`src/rtl/femto_bus_fabric_pkg.sv`:
```
// Shared definitions for the FemtoRV32 bus fabric.
//   bus_state_t       : transaction FSM states
//   DEFAULT_ERR_RDATA : read data returned for error / timeout responses
//   DEC_HI / DEC_LO   : mem_addr bit range compared against slave base prefixes
//   sel_width()       : width of a slave index for a given slave count
package femto_bus_fabric_pkg;

    typedef enum logic [1:0] {
        ST_IDLE    = 2'd0,
        ST_RD_WAIT = 2'd1,
        ST_WR_WAIT = 2'd2,
        ST_ERR     = 2'd3
    } bus_state_t;

    localparam logic [31:0] DEFAULT_ERR_RDATA = 32'hDEADBEEF;
    localparam int          DEC_HI            = 31;
    localparam int          DEC_LO            = 16;

    function automatic int sel_width(input int n);
        return (n > 1) ? $clog2(n) : 1;
    endfunction

endpackage

```
`src/rtl/femto_bus_fabric_if.sv`:
```
// CPU-side memory bus of the FemtoRV32 core.
//   mem_addr  : byte address from the CPU
//   mem_rstrb : one-cycle read strobe
//   mem_wmask : byte write mask, nonzero acts as a one-cycle write strobe
//   mem_rdata : read data back to the CPU
//   mem_rbusy : read in progress, CPU stalls
//   mem_wbusy : write in progress, CPU stalls
// Modports: master = CPU, slave = fabric.
interface femto_bus_fabric_if;

    logic [31:0] mem_addr;
    logic        mem_rstrb;
    logic [3:0]  mem_wmask;
    logic [31:0] mem_rdata;
    logic        mem_rbusy;
    logic        mem_wbusy;

    modport master (
        output mem_addr, mem_rstrb, mem_wmask,
        input  mem_rdata, mem_rbusy, mem_wbusy
    );

    modport slave (
        input  mem_addr, mem_rstrb, mem_wmask,
        output mem_rdata, mem_rbusy, mem_wbusy
    );

endinterface

```
`src/rtl/femto_bus_fabric_timeout.sv`:
```
// Busy-cycle counter used to abort transactions whose slave never finishes.
//   clk, reset : clock, asynchronous active-high reset
//   clear      : restart the count at zero (wins over enable)
//   enable     : count one more busy cycle
//   expired    : count has reached TIMEOUT_CYCLES-1
// TIMEOUT_CYCLES = 0 disables the counter entirely; expired is then constant 0.
module femto_bus_fabric_timeout #(
    parameter int TIMEOUT_CYCLES = 1024
) (
    input  logic clk,
    input  logic reset,
    input  logic clear,
    input  logic enable,
    output logic expired
);

    generate
        if (TIMEOUT_CYCLES == 0) begin : g_off
            logic unused_inputs;
            assign unused_inputs = &{1'b0, clk, reset, clear, enable};
            assign expired       = 1'b0;
        end else begin : g_on
            localparam int CNT_W = (TIMEOUT_CYCLES > 1) ? $clog2(TIMEOUT_CYCLES) : 1;

            logic [CNT_W-1:0] count_reg;
            logic [CNT_W-1:0] count_next;

            assign expired = (count_reg == CNT_W'(TIMEOUT_CYCLES - 1));

            // Holding at the terminal value keeps the counter from wrapping
            // if the caller keeps enable high after expiry.
            always_comb begin
                count_next = count_reg;
                if (clear) begin
                    count_next = '0;
                end else if (enable && !expired) begin
                    count_next = count_reg + 1'b1;
                end
            end

            always_ff @(posedge clk or posedge reset) begin
                if (reset) begin
                    count_reg <= '0;
                end else begin
                    count_reg <= count_next;
                end
            end
        end
    endgenerate

endmodule

```
`src/rtl/femto_bus_fabric.sv`:
```
// CPU-to-peripheral interconnect for the FemtoRV32 SoC.
// Decodes mem_addr[31:16] against per-slave base prefixes, issues per-slave
// read/write strobes, muxes read data and busy from the selected slave, and
// adds busy timeout plus unmapped-address error responses with sticky capture.
//   clk, reset  : clock, asynchronous active-high reset
//   cpu         : CPU bus (fabric side of femto_bus_fabric_if)
//   s_cs        : one-hot chip select decoded from the current mem_addr
//   s_rd, s_wr  : per-slave strobes, only issued from IDLE
//   s_rdata     : packed slave read data, slot i = bits [32i+31:32i]
//   s_rbusy     : per-slave read busy
//   s_wbusy     : per-slave write busy
//   err_clear   : one-cycle clear of err_valid
//   err_valid   : sticky flag, an error or timeout occurred
//   err_addr    : address of the first error since the last clear
//   err_timeout : first error was a timeout (0: unmapped access)
module femto_bus_fabric
    import femto_bus_fabric_pkg::*;
#(
    parameter int                     NUM_SLAVES       = 7,
    parameter logic [16*NUM_SLAVES-1:0] SLAVE_BASE     = '0,
    parameter int                     DEFAULT_SLAVE    = 0,
    parameter int                     UNMAPPED_DEFAULT = 1,
    parameter int                     TIMEOUT_CYCLES   = 1024,
    parameter logic [31:0]            ERR_RDATA        = DEFAULT_ERR_RDATA
) (
    input  logic                     clk,
    input  logic                     reset,
    femto_bus_fabric_if.slave        cpu,
    output logic [NUM_SLAVES-1:0]    s_cs,
    output logic [NUM_SLAVES-1:0]    s_rd,
    output logic [NUM_SLAVES-1:0]    s_wr,
    input  logic [32*NUM_SLAVES-1:0] s_rdata,
    input  logic [NUM_SLAVES-1:0]    s_rbusy,
    input  logic [NUM_SLAVES-1:0]    s_wbusy,
    input  logic                     err_clear,
    output logic                     err_valid,
    output logic [31:0]              err_addr,
    output logic                     err_timeout
);

    localparam int SEL_W = sel_width(NUM_SLAVES);

    bus_state_t        state_reg, state_next;
    logic [SEL_W-1:0]  sel_reg, sel_next;
    logic [31:0]       addr_reg, addr_next;

    logic [NUM_SLAVES-1:0] base_match;
    logic [31:0]           rdata_slot [NUM_SLAVES];
    logic                  dec_hit;
    logic                  dec_mapped;
    logic [SEL_W-1:0]      dec_idx;

    logic        wr_req;
    logic        rd_req;
    logic        in_idle;
    logic        rbusy_sel;
    logic        wbusy_sel;
    logic [31:0] rdata_sel;

    logic        tmo_clear;
    logic        tmo_enable;
    logic        tmo_expired;

    logic        err_entry;
    logic        err_is_timeout;
    logic [31:0] err_addr_cap;

    logic        err_valid_reg;
    logic [31:0] err_addr_reg;
    logic        err_timeout_reg;

    // ------------------------------------------------------------------
    // Address decode and per-slot unpacking
    // ------------------------------------------------------------------
    genvar gi;
    generate
        for (gi = 0; gi < NUM_SLAVES; gi++) begin : g_slot
            assign base_match[gi] = (SLAVE_BASE[16*gi +: 16] == cpu.mem_addr[DEC_HI:DEC_LO]);
            assign rdata_slot[gi] = s_rdata[32*gi +: 32];
            assign s_cs[gi]       = dec_mapped && (dec_idx == SEL_W'(gi));
        end
    endgenerate

    // Scanning downwards lets the lowest matching index overwrite any
    // higher one, so duplicate prefixes resolve to the lowest slot.
    always_comb begin
        dec_hit = 1'b0;
        dec_idx = SEL_W'(DEFAULT_SLAVE);
        for (int i = NUM_SLAVES - 1; i >= 0; i--) begin
            if (base_match[i]) begin
                dec_hit = 1'b1;
                dec_idx = SEL_W'(i);
            end
        end
    end

    assign dec_mapped = dec_hit || (UNMAPPED_DEFAULT != 0);

    // ------------------------------------------------------------------
    // Strobes: a write in the same cycle as a read suppresses the read.
    // ------------------------------------------------------------------
    assign wr_req  = |cpu.mem_wmask;
    assign rd_req  = cpu.mem_rstrb && !wr_req;
    assign in_idle = (state_reg == ST_IDLE);

    assign s_rd = (in_idle && rd_req) ? s_cs : '0;
    assign s_wr = (in_idle && wr_req) ? s_cs : '0;

    assign rbusy_sel = s_rbusy[sel_reg];
    assign wbusy_sel = s_wbusy[sel_reg];
    assign rdata_sel = rdata_slot[sel_reg];

    // ------------------------------------------------------------------
    // Busy timeout
    // ------------------------------------------------------------------
    femto_bus_fabric_timeout #(
        .TIMEOUT_CYCLES (TIMEOUT_CYCLES)
    ) u_timeout (
        .clk     (clk),
        .reset   (reset),
        .clear   (tmo_clear),
        .enable  (tmo_enable),
        .expired (tmo_expired)
    );

    // ------------------------------------------------------------------
    // Transaction FSM
    // ------------------------------------------------------------------
    always_comb begin
        state_next     = state_reg;
        sel_next       = sel_reg;
        addr_next      = addr_reg;
        tmo_clear      = 1'b0;
        tmo_enable     = 1'b0;
        err_entry      = 1'b0;
        err_is_timeout = 1'b0;
        err_addr_cap   = addr_reg;
        cpu.mem_rbusy  = 1'b0;
        cpu.mem_wbusy  = 1'b0;
        cpu.mem_rdata  = rdata_sel;

        case (state_reg)
            ST_IDLE: begin
                if (wr_req || cpu.mem_rstrb) begin
                    addr_next = cpu.mem_addr;
                    tmo_clear = 1'b1;
                    if (!dec_mapped) begin
                        // Unmapped access: no slave sees a strobe and
                        // sel_reg keeps pointing at the last real target.
                        state_next   = ST_ERR;
                        err_entry    = 1'b1;
                        err_addr_cap = cpu.mem_addr;
                    end else begin
                        sel_next   = dec_idx;
                        state_next = wr_req ? ST_WR_WAIT : ST_RD_WAIT;
                    end
                end
            end

            ST_RD_WAIT: begin
                cpu.mem_rbusy = rbusy_sel;
                if (!rbusy_sel) begin
                    state_next = ST_IDLE;
                end else if (tmo_expired) begin
                    state_next     = ST_ERR;
                    err_entry      = 1'b1;
                    err_is_timeout = 1'b1;
                end else begin
                    tmo_enable = 1'b1;
                end
            end

            ST_WR_WAIT: begin
                cpu.mem_wbusy = wbusy_sel;
                if (!wbusy_sel) begin
                    state_next = ST_IDLE;
                end else if (tmo_expired) begin
                    state_next     = ST_ERR;
                    err_entry      = 1'b1;
                    err_is_timeout = 1'b1;
                end else begin
                    tmo_enable = 1'b1;
                end
            end

            ST_ERR: begin
                cpu.mem_rdata = ERR_RDATA;
                state_next    = ST_IDLE;
            end

            default: begin
                state_next = ST_IDLE;
            end
        endcase
    end

    always_ff @(posedge clk or posedge reset) begin
        if (reset) begin
            state_reg <= ST_IDLE;
            sel_reg   <= SEL_W'(DEFAULT_SLAVE);
            addr_reg  <= '0;
        end else begin
            state_reg <= state_next;
            sel_reg   <= sel_next;
            addr_reg  <= addr_next;
        end
    end

    // ------------------------------------------------------------------
    // Sticky error capture. A new error in the same cycle as err_clear
    // takes precedence and reloads the captured fields.
    // ------------------------------------------------------------------
    always_ff @(posedge clk or posedge reset) begin
        if (reset) begin
            err_valid_reg   <= 1'b0;
            err_addr_reg    <= '0;
            err_timeout_reg <= 1'b0;
        end else begin
            if (err_entry) begin
                err_valid_reg <= 1'b1;
                if (!err_valid_reg || err_clear) begin
                    err_addr_reg    <= err_addr_cap;
                    err_timeout_reg <= err_is_timeout;
                end
            end else if (err_clear) begin
                err_valid_reg <= 1'b0;
            end
        end
    end

    assign err_valid   = err_valid_reg;
    assign err_addr    = err_addr_reg;
    assign err_timeout = err_timeout_reg;

endmodule

```
`src/flat_wrapper.sv`:
```
// flat-port wrapper written by rule: the top's interface ports become plain ports
module femto_bus_fabric_flat import femto_bus_fabric_pkg::*;
#(
    parameter int                     NUM_SLAVES       = 7,
    parameter logic [16*NUM_SLAVES-1:0] SLAVE_BASE     = '0,
    parameter int                     DEFAULT_SLAVE    = 0,
    parameter int                     UNMAPPED_DEFAULT = 1,
    parameter int                     TIMEOUT_CYCLES   = 1024,
    parameter logic [31:0]            ERR_RDATA        = DEFAULT_ERR_RDATA
)
  (clk, reset, s_cs, s_rd, s_wr, s_rdata, s_rbusy, s_wbusy, err_clear, err_valid, err_addr, err_timeout, cpu_mem_addr, cpu_mem_rstrb, cpu_mem_wmask, cpu_mem_rdata, cpu_mem_rbusy, cpu_mem_wbusy);
  femto_bus_fabric_if cpu_i ();
  input  logic clk;
  input  logic reset;
  output logic [NUM_SLAVES-1:0] s_cs;
  output logic [NUM_SLAVES-1:0] s_rd;
  output logic [NUM_SLAVES-1:0] s_wr;
  input  logic [32*NUM_SLAVES-1:0] s_rdata;
  input  logic [NUM_SLAVES-1:0] s_rbusy;
  input  logic [NUM_SLAVES-1:0] s_wbusy;
  input  logic err_clear;
  output logic err_valid;
  output logic [31:0] err_addr;
  output logic err_timeout;
  input wire logic [$bits(cpu_i.mem_addr)-1:0] cpu_mem_addr;
  input wire logic [$bits(cpu_i.mem_rstrb)-1:0] cpu_mem_rstrb;
  input wire logic [$bits(cpu_i.mem_wmask)-1:0] cpu_mem_wmask;
  output wire logic [$bits(cpu_i.mem_rdata)-1:0] cpu_mem_rdata;
  output wire logic [$bits(cpu_i.mem_rbusy)-1:0] cpu_mem_rbusy;
  output wire logic [$bits(cpu_i.mem_wbusy)-1:0] cpu_mem_wbusy;
  assign cpu_i.mem_addr = cpu_mem_addr;
  assign cpu_i.mem_rstrb = cpu_mem_rstrb;
  assign cpu_i.mem_wmask = cpu_mem_wmask;
  assign cpu_mem_rdata = cpu_i.mem_rdata;
  assign cpu_mem_rbusy = cpu_i.mem_rbusy;
  assign cpu_mem_wbusy = cpu_i.mem_wbusy;
  femto_bus_fabric #(.NUM_SLAVES(NUM_SLAVES), .SLAVE_BASE(SLAVE_BASE), .DEFAULT_SLAVE(DEFAULT_SLAVE), .UNMAPPED_DEFAULT(UNMAPPED_DEFAULT), .TIMEOUT_CYCLES(TIMEOUT_CYCLES), .ERR_RDATA(ERR_RDATA)) u_core (.clk(clk), .reset(reset), .cpu(cpu_i), .s_cs(s_cs), .s_rd(s_rd), .s_wr(s_wr), .s_rdata(s_rdata), .s_rbusy(s_rbusy), .s_wbusy(s_wbusy), .err_clear(err_clear), .err_valid(err_valid), .err_addr(err_addr), .err_timeout(err_timeout));
endmodule
```
`config.mk`:
```
export PLATFORM = sky130hd
export DESIGN_NAME = femto_bus_fabric_flat
export DESIGN_NICKNAME = d
export VERILOG_FILES = /design/src/rtl/femto_bus_fabric_pkg.sv /design/src/rtl/femto_bus_fabric_if.sv /design/src/rtl/femto_bus_fabric_timeout.sv /design/src/rtl/femto_bus_fabric.sv /design/src/flat_wrapper.sv
export SDC_FILE = /design/constraint.sdc
export NUM_CORES = 1
export LEC_CHECK = 0
export CAP_MARGIN = 20
export CORE_AREA = 8 8 137 139
export CTS_CLUSTER_DIAMETER = 150
export DETAILED_ROUTE_END_ITERATION = 7
export DIE_AREA = 0 0 145 147
export PLACE_DENSITY = 0.66
export REMOVE_ABC_BUFFERS = 1
export SLEW_MARGIN = 15
export SYNTH_ARGS = -nofsm -noshare
export SYNTH_HDL_FRONTEND = slang
export SYNTH_SLANG_ARGS = --single-unit
```
`constraint.sdc`:
```
create_clock -name clk -period 2.95 [get_ports clk]
set_input_delay 0.7375 -clock clk [delete_from_list [all_inputs] [get_ports clk]]
set_output_delay 0.7375 -clock clk [all_outputs]
set_load 0.03 [all_outputs]
```
==> impl_metrics.tcl, run 1 <==
set metrics [dict create \
    die_y_um 147 \
    p_leak_nw 2.590 \
    yosys-top-cells-count "nand2_1 (100), dfrtp_1 (78), mux2_2 (31), or2_2 (25), buf_4 (22)" \
    fin_crit_ns 2.862 \
    fin_area_um2 5658 \
    dp_slack_ns 0.05879 \
    postCtsSetupRepairBufs 0 \
    cp-start-kind "primary input" \
    powerDensity_nw_per_um2 715.3 \
    drv_cap 0 \
    ys_warn_count 0 \
    worst_pin_slew_ns 0.7717 \
    slew_violations 0 \
    ys_seq_elements 78 \
    rsz0062_at_grt "no" \
    end_kind "primary output" \
    synth_top_area_cell "dfrtp_1" \
    cts_tree "yes" \
    status "finished, final reports clean" \
    rrSetupSlack_ns 0.68 \
    ys_types 39 \
    n_fill_cell 1661 \
    synth_most_common_cell "nand2_1" \
    cts.repair.resized 1 \
    pin_count 367 \
    clk_pin_slew_worst_paths_ns 0.06 \
    drt_iter0_markers 81 \
    drive_above_1_share 0.1896 \
    critPathRequiredTime_ns 2.21 \
    setup_viol 0 \
    synth_cells 351 \
    fin_ws_ns 0.08796 \
    grt_start_max_net_pins 36 \
    worstPathArrival_ns 2.12 \
    diodes 0 \
    grt_overflow 0 \
    final-hold-violation-count 0 \
    area_growth_pct 55.24 \
    grt_first_pass_wirelength_um 17780 \
    htreeDepth 3 \
    worst_skew_pair.late_latency_ns 0.34 \
    antenna_left 0 \
    cts_made_buffers 9 \
    grt_pass1_vias 3190 \
    drt-total-wl_um 10980 \
    start_util 0.2175 \
    synth-main-ff-cell "dfrtp_1" \
    fmax_mhz 349.4 \
    clock_sinks 78 \
    dp_hpwl_um 8380 \
    viasPerCell 4.040 \
    fin_skew_ns 0.009053 \
    netlist.area_leader.share 0.5355 \
    fp.dieArea_um2 21320 \
    hp-class "register to register" \
    holdBufCountCts 0 \
    maxSlewHeadroom 0.4847 \
    placed_area_um2 5304 \
    cts_root_buf "clkbuf_16" \
    gp_congestion 0.8070 \
    syn_area_um2 3645 \
    antenna_found_initial 2 \
    cts_buffer_depth 2 \
    period_share 0.9702 \
    place_inst 710 \
    finalSetupTns_ns 0 \
    yosysSeqAreaShare 0.5355 \
    yosys-top-cells-area "dfrtp_1 (54%), nand2_1 (10%), mux2_2 (9.6%)" \
    core_area_um2 16760 \
    drt_pass1_iterations 4 \
    fp.dieW_um 145 \
    wl_per_cell_um 15.13 \
    multiInputGateArea_um2 1520 \
    drc 0 \
    vias 2933 \
    peakVddDrop_mv 0.2989 \
    critical_path_class "primary input to primary output" \
    final_cells 726 \
    register_area_um2 1952 \
    nets 780 \
    numPortBuffers 143 \
    syn_avg_cell_area_um2 10.38 \
    async_flop_share 1.000 \
    critPathMaxFanout 2 \
    synth_edf_count 0 \
    rows 48 \
    grt_usage 0.1061 \
]
-- power by group --
group	total, W	switching [W]	internal [W]
clock network	0.00123	0.000442	0.000787
logic	0.00137	0.000820	0.000553
registers	0.00144	0.000131	0.00131
total	0.00405	0.00139	0.00265
-- through the flow --
step	power [W]	util	hold WS, ns
CTS	0.004121	0.3366	0.4709
detailed placement	0.002852	0.3165	0.4550
global route	0.004338	0.3377	0.4908
floorplan	0.002236	-	0.4401
finish	0.004047	0.3377	0.4701
global placement	0.002795	0.3165	0.4526
-- cell type report --
type,count,area share
clock inverter,5,0.01437
tap,225,0.04976
timing repair buffer,151,0.2733
multi-input combinational,250,0.2687
clock buffer,11,0.04467
sequential,78,0.3450
inverter,6,0.004202
-- cell families after synthesis --
group | synth area share
other cells | 0.002061
simple gates | 0.2190
xor+xnor | 0.004807
buf+inv | 0.07278
fa+ha+maj | 0.02060
mux | 0.1020
compound gates | 0.04326
flops | 0.5355
-- layout by cell type (no fill, tap or decap), drive strengths merged --
| cell type | instances |
|---|---|
| clkdlybuf4s50 | 140 |
| nand2 | 100 |
| dfrtp | 78 |
| mux2 | 33 |
| or2 | 25 |
| conb | 19 |
| clkbuf | 11 |
| buf | 11 |
| nor2b | 9 |
| a21oi | 9 |
| o21ai | 7 |
| nor2 | 6 |
| ha | 6 |
| inv | 5 |
| or3 | 5 |
| nand4 | 5 |
| and2 | 4 |
| nand3 | 3 |
| clkinv | 3 |
| and4 | 2 |
| a31o | 2 |
| bufinv | 2 |
| nor3 | 2 |
| or4 | 1 |
| nor3b | 1 |
| o21bai | 1 |
| a221oi | 1 |
| o21a | 1 |
| nor4 | 1 |
| and3 | 1 |
| o311ai | 1 |
| xor2 | 1 |
| and4bb | 1 |
| xnor2 | 1 |
| o221a | 1 |
| a211oi | 1 |
| clkinvlp | 1 |
-- per-layer routing --
| metal | track usage | part of all wire | vias up |
|---|---|---|---|
| li1 | - | - | 1397 |
| met4 | 0.03630 | 0.010 | 4 |
| met2 | 0.1645 | 0.44 | 132 |
| met5 | 0 | 0.0021 | - |
| met1 | 0.1201 | 0.44 | 1387 |
| met3 | 0.06060 | 0.11 | 13 |
-- worst max-delay path, stage by stage --
cell	delay [ns]
clkdlybuf4s50_1	0.42
or4_1	0.58
and2_1	0.20
buf_4	0.18
-- path summary, 6_finish.rpt --
| kind | startpoint | to | cells past startpoint |
|---|---|---|---|
| hold / removal | u_core.err_timeout$_DFFE_PP0P_ | u_core.err_timeout$_DFFE_PP0P_ | 1 |
| max in group asynchronous | reset | u_core.addr_reg[18]$_DFFE_PP0P_ | 3 |
| min in group asynchronous | reset | u_core.err_addr[12]$_DFFE_PP0P_ | 2 |
| setup reg to reg | u_core.state_reg[0]$_DFFE_PP0P_ | u_core.err_addr[15]$_DFFE_PP0P_ | 7 |
| setup / recovery | cpu_mem_wmask[3] | s_wr[0] | 4 |
| hold reg to reg | u_core.err_timeout$_DFFE_PP0P_ | u_core.err_timeout$_DFFE_PP0P_ | 1 |
(Power assumes the default switching activity.)
==> inputs of run 2 (changes only) <==
==> constraint.sdc (replaced) <==
create_clock -name clk -period 2.95 [get_ports clk]
set_input_delay 0.59 -clock clk [delete_from_list [all_inputs] [get_ports clk]]
set_output_delay 0.59 -clock clk [all_outputs]
set_load 0.03 [all_outputs]
==> run 2 against run 1 <==
Count of clock-buffer cells in the layout is 1 lower. Global-route usage is 0.59 points lower. Largest cell class unchanged. First-iteration DRC count is 6.2% higher. Largest power group unchanged. Critical endpoint unchanged. Highest routed layer unchanged. Combinational power hardly changed.
==> impl_metrics.tcl, run 2 (same netlist as run 1, synthesis figures left out) <==
set metrics [dict create \
    slew_violations 0 \
    clock_sinks 78 \
    fp.dieW_um 145 \
    htreeDepth 3 \
    critical_path_class "primary input to primary output" \
    p_sw_w 0.001386 \
    vias 2941 \
    status "finished, final reports clean" \
    wl_per_cell_um 14.59 \
    pin_count 367 \
    cp-start-kind "primary input" \
    final_cells 724 \
    place_inst 708 \
    switching_share 0.3534 \
    p_seq_frac 0.367 \
    numPortBuffers 143 \
    clk_pin_slew_worst_paths_ns 0.06 \
    p_clk_frac 0.288 \
    worst_pin_slew_ns 0.7268 \
    peakVddDrop_mv 0.3395 \
    fmax_mhz 370.4 \
    holdBufCountCts 0 \
    cp_cell_sequence "clkdlybuf4s50_1 > or4_1 > and2_1 > buf_4" \
    cts_root_buf "clkbuf_16" \
    critPathMaxStageDelay_ns 0.68 \
    setup_viol 0 \
    nets 778 \
    fin_crit_ns 2.700 \
    period_share 0.9152 \
    drt_pass1_iterations 4 \
    core_area_um2 16760 \
    fin_skew_ns 0.006763 \
    drv_cap 0 \
    mostFrequentLayoutCell "clkdlybuf4s50_1" \
    drt_iter0_markers 86 \
    area_growth_pct 52.94 \
    viasPerCell 4.062 \
    worstPathArrival_ns 2.11 \
    grt_pass1_vias 3094 \
    end_kind "primary output" \
    cts_buffer_depth 2 \
    finalSetupTns_ns 0 \
    p_leak_nw 2.550 \
    die_y_um 147 \
    cts_made_buffers 9 \
    final-hold-violation-count 0 \
    hp-class "register to register" \
    antenna_found_initial 2 \
    grt_start_max_net_pins 37 \
    grt_first_pass_wirelength_um 16880 \
    antenna_left 0 \
    dp_hpwl_um 8158 \
    drt-total-wl_um 10560 \
    drive_above_1_share 0.1844 \
    fin_area_um2 5574 \
    diodes 0 \
    rsz0062_at_grt "no" \
    worst_skew_pair.late_latency_ns 0.34 \
    drc 0 \
    powerDensity_nw_per_um2 703.8 \
    critPathRequiredTime_ns 2.36 \
    layout_common_cells "clkdlybuf4s50_1 (141), nand2_1 (100), dfrtp_1 (78)" \
    p_int_w 0.002537 \
    rows 48 \
    n_fill_cell 1672 \
    grt_usage 0.1002 \
    critPathMaxFanout 5 \
    maxSlewHeadroom 0.5147 \
    gp_congestion 0.8277 \
    fp.dieArea_um2 21320 \
    cts_tree "yes" \
    grt_overflow 0 \
    comb_power_share 0.345 \
    cp_slowest_cell "or4_1" \
    placed_area_um2 5254 \
    start_util 0.2175 \
]
-- run 2: cell count changes in the layout (fill, tap and decap cells not counted), sizes merged --
| cell | change |
|---|---|
| bufinv | -1 |
| clkdlybuf4s50 | +1 |
| buf | -3 |
| clkbuf | -1 |
| clkinvlp | +1 |
| clkinv | +1 |
-- run 2: per-layer routing --
metal | up-vias | share of wire | GRT usage
met2 | 141 | 0.43 | 0.1549
met1 | 1386 | 0.43 | 0.1112
met4 | 4 | 0.013 | 0.03472
li1 | 1394 | - | -
met5 | - | 0.0022 | 0
met3 | 16 | 0.12 | 0.06152
-- run 2: worst max-delay path, delay by kind of cell --
kind	cells	cell delay [ns]
simple gates	2	0.91
buf+inv	2	0.60
-- run 2: stage by stage --
step           utilization  hold slack [ns]  worst slack [ns]  power (W)
2_1_floorplan            -           0.4401            0.3650   0.002236
3_5_place_dp        0.3135           0.4547            0.2420   0.002835
5_1_grt             0.3327           0.4928            0.1210   0.004205
4_1_cts             0.3322           0.4712            0.2087   0.004002
6_report            0.3327           0.4664            0.2503   0.003923
3_3_place_gp        0.3135           0.4513            0.2694   0.002785
-- run 2: worst paths after layout --
path                                                 startpoint                         endpoint  slack [ns]  cells after the start
worst max-delay path                           cpu_mem_wmask[3]                          s_wr[0]        0.25                      4
worst min-delay path             u_core.err_timeout$_DFFE_PP0P_   u_core.err_timeout$_DFFE_PP0P_        0.47                      1
worst max register to register  u_core.state_reg[0]$_DFFE_PP0P_  u_core.err_addr[10]$_DFFE_PP0P_        0.64                      7
worst min register to register   u_core.err_timeout$_DFFE_PP0P_   u_core.err_timeout$_DFFE_PP0P_        0.47                      1
max in group asynchronous                                 reset   u_core.addr_reg[6]$_DFFE_PP0P_        1.57                      3
min in group asynchronous                                 reset  u_core.err_addr[17]$_DFFE_PP0P_        0.63                      2
-- run 2: power groups by stage --
stage                     registers, W  logic (W)  clock network [W]
after floorplan                0.00142   0.000819                  0
after global placement         0.00144    0.00135                  0
after detailed placement       0.00146    0.00138                  0
after CTS                      0.00144    0.00138            0.00118
after global routing           0.00147    0.00151            0.00123
final                          0.00144    0.00135            0.00113
-- run 2: final cells by class --
type	count	area (µm²)	share of cell area
timing repair buffer	149	1496	0.2685
inverter	6	23.77	0.004265
clock inverter	6	71.32	0.01279
multi-input combinational	250	1510	0.2709
sequential	78	1952	0.3502
tap	225	281.5	0.05051
clock buffer	10	239.0	0.04287
-- run 2: timing repair --
| action | 4_1_cts | 5_1_grt |
|---|---|---|
| gates resized for setup | 1 | 0 |
| setup buffers | 0 | 0 |
| setup endpoints to repair | 24 | 0 |
==> inputs of run 3 (changes only) <==
- MAX_ROUTING_LAYER: not set -> met4
==> run 3 against run 2 <==
Combinational power is essentially flat. Count of clock-buffer cells in the layout stayed put. Power is essentially flat. Routed wire length hardly changed. Sequential power is essentially flat. Largest power group unchanged. Cell area rose by 0.13%. Largest cell class unchanged. Flip-flop and latch count did not move. Critical path depth did not move. Core utilization barely moved. Global-route usage is 0.32 points higher. Register-to-register slack hardly changed.
==> impl_metrics.tcl, run 3 (same netlist as run 1, synthesis figures left out) <==
set metrics [dict create \
    grt_pass1_vias 3095 \
    p_int_w 0.002537 \
    cp_slowest_cell "or4_1" \
    critPathRequiredTime_ns 2.36 \
    fin_crit_ns 2.698 \
    r2r-start "u_core.state_reg[0]$_DFFE_PP0P_" \
    rrSetupSlack_ns 0.64 \
    cts_made_buffers 9 \
    die_y_um 147 \
    reg2reg_depth 7 \
    dp_hpwl_um 8158 \
    vias 2951 \
    clock_sinks 78 \
    critical_path_class "primary input to primary output" \
    core_area_um2 16760 \
    hold_end "u_core.addr_reg[8]$_DFFE_PP0P_" \
    crit_buf_inv 2 \
    holdBufCountCts 0 \
    fin_skew_ns 0.007180 \
    rsz0062_at_grt "no" \
    clk_pin_slew_worst_paths_ns 0.06 \
    grt_overflow 0 \
    p_leak_nw 2.550 \
    whs_ns 0.4679 \
    grt_usage 0.1034 \
    critPathMaxStageDelay_ns 0.68 \
    area_growth_pct 53.14 \
    grt_first_pass_wirelength_um 16840 \
    period_share 0.9144 \
    postCtsSetupRepairBufs 0 \
    fp.dieW_um 145 \
    r2r-end "u_core.err_addr[10]$_DFFE_PP0P_" \
    final-hold-violation-count 0 \
    worst_skew_pair.late_latency_ns 0.34 \
    cts_tree "yes" \
    switching_share 0.3537 \
    finalSetupTns_ns 0 \
    antenna_left 0 \
    numPortBuffers 143 \
    fmax_mhz 370.7 \
    antenna_found_initial 3 \
    gp_congestion 0.8403 \
    drc 0 \
    cp-start-kind "primary input" \
    fp.dieArea_um2 21320 \
    hp-class "register to register" \
    maxSlewHeadroom 0.5114 \
    min_from "u_core.addr_reg[8]$_DFFE_PP0P_" \
    end_kind "primary output" \
    cp_cell_sequence "clkdlybuf4s50_1 > or4_1 > and2_1 > buf_4" \
    critPathMaxFanout 5 \
    pin_count 367 \
    powerDensity_nw_per_um2 703.2 \
    htreeDepth 3 \
    path_delay_family "simple AND/OR/NAND/NOR gates" \
    rows 48 \
    drt_iter0_markers 103 \
    peakVddDrop_mv 0.3423 \
    cts_buffer_depth 2 \
    cts_root_buf "clkbuf_16" \
    wl_per_cell_um 14.54 \
    drv_cap 0 \
    viasPerCell 4.059 \
    min_path_cells 2 \
    worstPathArrival_ns 2.11 \
    status "finished, final reports clean" \
    setup_viol 0 \
    cts.repair.resized 1 \
    start_util 0.2175 \
    drt-total-wl_um 10570 \
    worst_pin_slew_ns 0.7317 \
    nets 778 \
    drive_above_1_share 0.1844 \
    slew_violations 0 \
    comb_power_share 0.344 \
    mostFrequentLayoutCell "clkdlybuf4s50_1" \
    drt_pass1_iterations 4 \
    grt_start_max_net_pins 37 \
    n_fill_cell 1670 \
    layout_common_cells "clkdlybuf4s50_1 (141), nand2_1 (100), dfrtp_1 (78)" \
    p_sw_w 0.001388 \
    p_clk_frac 0.289 \
    p_seq_frac 0.367 \
]
## run 3: changes by cell type in the layout (fill, tap and decap cells not counted)
cell and delta:
diode_2 +3
## run 3: power groups by stage
stage	clock network (W)	logic, W	registers (W)
6_report	0.00113	0.00135	0.00144
3_5_place_dp	0	0.00138	0.00146
2_1_floorplan	0	0.000819	0.00142
4_1_cts	0.00118	0.00138	0.00144
3_3_place_gp	0	0.00135	0.00144
5_1_grt	0.00123	0.00151	0.00147
## run 3: worst max-delay path by stage
stage	from	endpoint	slack [ns]	depth (start not counted)
6_report	cpu_mem_wmask[3]	s_wr[0]	0.25	4
5_1_grt	u_core.state_reg[0]$_DFFE_PP0P_	cpu_mem_rdata[25]	0.12	3
3_5_place_dp	cpu_mem_wmask[3]	s_wr[0]	0.24	4
2_1_floorplan	reset	u_core.addr_reg[0]$_DFFE_PP0P_	0.36	1
3_3_place_gp	cpu_mem_wmask[3]	s_wr[0]	0.27	4
4_1_cts	u_core.state_reg[0]$_DFFE_PP0P_	cpu_mem_rdata[1]	0.21	3
## run 3: final cells by class
class                           count  area, µm²  share of cell area
Sequential cell                    78       1952              0.3497
Multi-Input combinational cell    250       1510              0.2706
Timing Repair Buffer              149       1496              0.2681
Tap cell                          225      281.5             0.05044
Clock buffer                       10      239.0             0.04282
Clock inverter                      6      71.32             0.01278
Inverter                            6      23.77            0.004259
Antenna cell                        3      7.507            0.001345
## run 3: metrics by stage
step	util	setup slack (ns)	power (W)	cell area [µm²]	std cells
global placement	0.3135	0.2694	0.002785	5254	708
detailed placement	0.3135	0.2420	0.002835	5254	708
global route	0.3331	0.1171	0.004210	5582	727
finish	0.3331	0.2524	0.003925	5582	727
CTS	0.3322	0.2087	0.004002	5567	724
floorplan	-	0.3650	0.002236	3466	334
## run 3: metal layers
metal  vias up  track usage  routed length (µm)
li1       1398            -                   -
met1      1397       0.1100                4691
met2       146       0.1549                4596
met3        10      0.06675                1158
met4         0      0.03156                 122
met5         -            -                   0
## run 3: worst reg2reg max path: cells and delay by family (launching register included)
kind,cells,cell delay (ns)
adder cells (fa/ha/maj),1,0.24
buffers and inverters,2,0.45
flip-flops,1,0.40
multiplexers,2,0.68
AND/OR/NAND/NOR,2,0.43
